### src/rtl/mul_sequencer.sv
// mul_sequencer: multi-cycle radix-2 shift-add sequencer for mul/mulh/mulhu with pipeline stall
module mul_sequencer #(
  parameter int WIDTH = 32
) (
  input  logic             clk,
  input  logic             rst_n,
  input  logic             start,
  input  logic [3:0]       aluop,
  input  logic [WIDTH-1:0] a,
  input  logic [WIDTH-1:0] b,
  output logic             busy,
  output logic             stall,
  output logic             done,
  output logic [WIDTH-1:0] result
);
  typedef enum logic [1:0] {IDLE, RUN, SIGN, DONE} state_t;
  localparam int CW = $clog2(WIDTH + 1);
  state_t             state, state_nxt;
  logic [WIDTH-1:0]   mcand, mplier, a_mag, b_mag;
  logic [2*WIDTH-1:0] acc, acc_fin;
  logic [WIDTH:0]     sum;
  logic [CW-1:0]      cnt;
  logic               neg, low, is_mul, is_mulh, accept, last;
  // decode, next state, handshake outputs and the per-iteration adder
  always_comb begin
    is_mul    = aluop == 4'b0101 || aluop == 4'b0110 || aluop == 4'b0111;
    is_mulh   = aluop == 4'b0110;
    accept    = state == IDLE && start && is_mul;
    last      = cnt == CW'(WIDTH - 1);
    a_mag     = a[WIDTH-1] ? ~a + 1'b1 : a;
    b_mag     = b[WIDTH-1] ? ~b + 1'b1 : b;
    sum       = {1'b0, acc[2*WIDTH-1:WIDTH]} + {1'b0, mplier[0] ? mcand : '0};
    acc_fin   = neg ? ~acc + 1'b1 : acc;
    state_nxt = state == IDLE ? (accept ? RUN : IDLE) :
                state == RUN  ? (last ? SIGN : RUN) :
                state == SIGN ? DONE : IDLE;
    busy      = state != IDLE;
    stall     = accept || state == RUN || state == SIGN;
    done      = state == DONE;
  end
  // state register
  always_ff @(posedge clk) begin
    if (!rst_n) state <= IDLE;
    else state <= state_nxt;
  end
  // operand latch, shift-add iterations, sign fix-up and result capture
  always_ff @(posedge clk) begin
    if (!rst_n) begin
      mcand  <= '0;
      mplier <= '0;
      acc    <= '0;
      cnt    <= '0;
      neg    <= 1'b0;
      low    <= 1'b0;
      result <= '0;
    end else begin
      case (state)
        IDLE: if (accept) begin
          mcand  <= is_mulh ? a_mag : a;
          mplier <= is_mulh ? b_mag : b;
          neg    <= is_mulh && (a[WIDTH-1] ^ b[WIDTH-1]);
          low    <= aluop == 4'b0101;
          acc    <= '0;
          cnt    <= '0;
        end
        RUN: begin
          acc    <= {sum, acc[WIDTH-1:1]};
          mplier <= mplier >> 1;
          cnt    <= cnt + 1'b1;
        end
        SIGN: begin
          acc    <= acc_fin;
          result <= low ? acc_fin[WIDTH-1:0] : acc_fin[2*WIDTH-1:WIDTH];
        end
        default: ;
      endcase
    end
  end
endmodule

### config.mk
export PLATFORM = sky130hd
export DESIGN_NAME = mul_sequencer
export DESIGN_NICKNAME = d
export VERILOG_FILES = /design/src/rtl/mul_sequencer.sv
export SDC_FILE = /design/constraint.sdc
export NUM_CORES = 1
export LEC_CHECK = 0
export CAP_MARGIN = 20
export CORE_ASPECT_RATIO = 0.6
export CORE_MARGIN = 1.5
export CORE_UTILIZATION = 53
export DETAILED_ROUTE_END_ITERATION = 6
export MAX_ROUTING_LAYER = met4
export PLACE_DENSITY = 0.77
export SLEW_MARGIN = 20
export SYNTH_ARGS = -nofsm -noshare
export SYNTH_HDL_FRONTEND = slang
export SYNTH_SLANG_ARGS = --single-unit
### constraint.sdc
create_clock -name clk -period 3.2 [get_ports clk]
set_input_delay 0.32 -clock clk [delete_from_list [all_inputs] [get_ports clk]]
set_output_delay 0.32 -clock clk [all_outputs]
set_load 0.005 [all_outputs]
==> results.json, run 1 <==
{
  "violations": "DRC",
  "viasPerCell": 6.328,
  "clk_pin_slew_ps": 70,
  "synthTopCellsByArea": "dfxtp_1 (29%), nand2_1 (6.4%), xnor2_1 (6.0%)",
  "grt_pass1_vias": 11155,
  "synth_top_area_share_pct": 29.09,
  "pre_cts_ws_ps": -24.04,
  "routedWlPerCell_um": 19.47,
  "min_path_cells": 2,
  "final_cell_mix": "nand2_1 (201), dfxtp_1 (167), nor2_1 (144), a21oi_1 (135), o21ai_0 (108)",
  "antenna_cells": 0,
  "cellLeakagePower_nw": 5.474,
  "area_delta_synth_final_pct": 21.23,
  "hp-class": "register to register",
  "finalMaxSlewViolations": 0,
  "gp_congestion": 0.9966,
  "min_period_ps": 3118,
  "finalHoldViolCount": 0,
  "syn_nets": 1683,
  "rows": 41,
  "cts_made_buffers": 17,
  "nNetsFinal": 1793,
  "start_kind": "register",
  "die_w_um": 194.8,
  "htree_levels": 4,
  "fillerInstances": 1858,
  "path_delay_family": "simple AND/OR/NAND/NOR gates",
  "cts.sinks": 170,
  "worst-r2r-cell-count": 8,
  "path_cells": "nor4_4, or4b_4, or4_4, or3_4, o31a_1, xnor2_2, o221ai_1, and2_1",
  "gr-total-overflow": 0,
  "regToRegEndpoint": "result[11]",
  "drc_errors": 2,
  "netlist-cell-type-count": 74,
  "fp.dieArea_mm2": 0.02301,
  "critPathCaptureType": "register",
  "coreArea_mm2": 0.02134,
  "cp_max_fo": 7,
  "synth_edf_count": 0,
  "setup_ws_ps": 81.93,
  "avgSynthCellArea_um2": 7.452,
  "cts.path.max_buffers": 2,
  "holdBufCountCts": 0,
  "synth_top_flop_cell": "dfxtp_1",
  "tightest_slew_ps": 763.0,
  "hold_end": "result[19]",
  "worst-setup-path-type": "register to register",
  "grt_usage_pct": 33.94,
  "ant_nets": 0,
  "critPathMaxStageDelay_ps": 510,
  "io_buffers": 105,
  "layout_commonest_cell": "nand2_1",
  "min_from": "result[19]",
  "synth_cells": 1570,
  "synth-warning-count": 0,
  "cts_root_buf": "clkbuf_16",
  "ys_ff_latch": 170,
  "synth_area_mm2": 0.01170,
  "drv_cap": 0,
  "synthArstFlopShare_pct": 0,
  "rsz0062_at_grt": "true",
  "fin_cells": 1972,
  "ir_drop_uv": 351.1,
  "fp.dieH_um": 118.1,
  "worstPathRequired_ps": 3540,
  "multi_input_area_mm2": 0.007875,
  "first_pass_iters": 7,
  "reg2reg_slack_ps": 80,
  "slew_headroom_pct": 49.01,
  "yosys.area.top_type": "dfxtp_1",
  "dp_cells": 1937,
  "status": "finished, violations left",
  "totalWireLength_um": 38390,
  "dpl-instance-area_mm2": 0.01344,
  "drive_gt1_share_pct": 9.628,
  "seq_area_frac_synth_pct": 29.09,
  "cts_tree": "done",
  "hpwl_um": 28330,
  "crit_buf_inv": 0,
  "p_per_area_mw_per_mm2": 338.5,
  "clk_latency_ps": 450,
  "num_io_pins": 106,
  "grt_max_degree": 57,
  "fin_area_mm2": 0.01418,
  "regToRegStartpoint": "acc[5]",
  "initial_core_util_pct": 54.83,
  "cp_num_cells": 8,
  "fin_crit_sh_pct": 97.44,
  "drt_iter0_markers": 1428,
  "seq_area_mm2": 0.003407,
  "crit_arrival_ps": 3460,
  "antenna_found_initial": 0,
  "fin_skew_ps": 10.66,
  "max_clock_freq_ghz": 0.3207,
  "grt_pass1_wl_um": 60690,
  "slowest_stage": "or4b_4",
  "vias": 12479,
  "setup_viol": 0
}
## state kept, by name, indices dropped and copies added, names as in the netlist
name and count:
acc 64, mcand 32, mplier 32, result 32, cnt 6, state 2
low 1, neg 1
## power by group
part	internal, mW	total [mW]	leakage, nW	switching (mW)
clock	1.31	2.23	0.298	0.920
combinational	0.174	0.403	3.80	0.229
sequential	2.15	2.17	1.38	0.0181
total	3.63	4.80	5.47	1.17
## worst max-delay path by stage
stage | from | end | slack, ps
final | acc[5] | result[11] | 80
after global placement | acc[2] | result[11] | 50
after global routing | mplier[0] | acc[58] | -20
after floorplan | mplier[0] | acc[63] | 160
after CTS | acc[0] | acc[53] | 30
after detailed placement | a[8] | mcand[25] | -20
## repair_timing
action                     in CTS  in global routing
hold endpoints to repair        0                  0
gates cloned                    0                  0
setup endpoints to repair       4                 22
pin swaps                       0                  4
buffers inserted                0                  3
gates resized for setup         4                 19
## cells by family (layout without fill, tap and decap cells)
group | after synthesis | in the layout | synth area share, %
AND/OR/NAND/NOR | 596 | 596 | 24.21
adder cells (fa/ha/maj) | 42 | 42 | 4.556
XOR/XNOR | 136 | 136 | 10.18
AO/OA/AOI/OAI | 488 | 488 | 27.39
multiplexers | 1 | 1 | 0.08556
flip-flops | 170 | 170 | 29.09
buffers and inverters | 137 | 260 | 4.491
## synthesized netlist by cell type (all sizes together), types with 6 or more instances
cell      n
a32oi     9
a211oi   25
xor2     56
a21oi   137
nand2b    8
o221ai    7
nand3    45
o31ai    25
o21ai   114
o211ai   17
o22ai     8
nor4     15
or2       8
a21o     14
a222oi   19
and3      7
nor2b     9
dfxtp   170
nor3     47
nand2   201
buf      11
inv      28
ha       41
a31oi    17
o41ai    18
or3      29
clkbuf   97
a21boi   10
or4      19
and2     41
nor2    144
xnor2    80
o21a      7
a221oi   19
nand3b    6
## metrics by stage
| step | util [%] | power, mW | setup TNS (ps) | hold WS, ps |
|---|---|---|---|---|
| 3_3_place_gp | 62.98 | 2.602 | 0 | 429.9 |
| 5_1_grt | 66.46 | 4.904 | -28.91 | 478.0 |
| 3_5_place_dp | 62.98 | 2.610 | -62.25 | 439.3 |
| 6_report | 66.46 | 4.802 | 0 | 446.3 |
| 2_1_floorplan | - | 2.414 | 0 | 416.6 |
| 4_1_cts | 66.02 | 4.778 | 0 | 448.0 |
## layer usage
| layer | vias to the layer above | wire length [µm] | part of all wire, % | global-route usage [%] |
|---|---|---|---|---|
| met1 | 5884 | 18290 | 48 | 50.54 |
| li1 | 5956 | - | - | - |
| met5 | - | 0 | 0 | - |
| met4 | 0 | 324 | 0.84 | 6.105 |
| met2 | 605 | 15100 | 39 | 44.51 |
| met3 | 34 | 4680 | 12 | 10.14 |
## layout make-up
class	count	share of cell area, %
clock buffers	22	3.414
clock inverters	10	0.9880
inverters	29	0.7763
multi-input cells	1263	55.52
flip-flops and latches	170	24.02
well taps	279	2.461
repair buffers	199	12.82
## worst register-to-register path, delay by kind of cell, from the launching register on
kind	cells	cell delay, ps
AOI/OAI and AO/OA	2	480
DFF	1	360
and+or+nand+nor	5	1890
xor gates and xnor gates	1	290
Power figures use the tool's default switching activity.
==> run 2: changes to the inputs <==
- HOLD_SLACK_MARGIN: not set -> 0.15
==> results of run 2 <==
No change in the layout: final DEF, timing and power equal those of run 1.
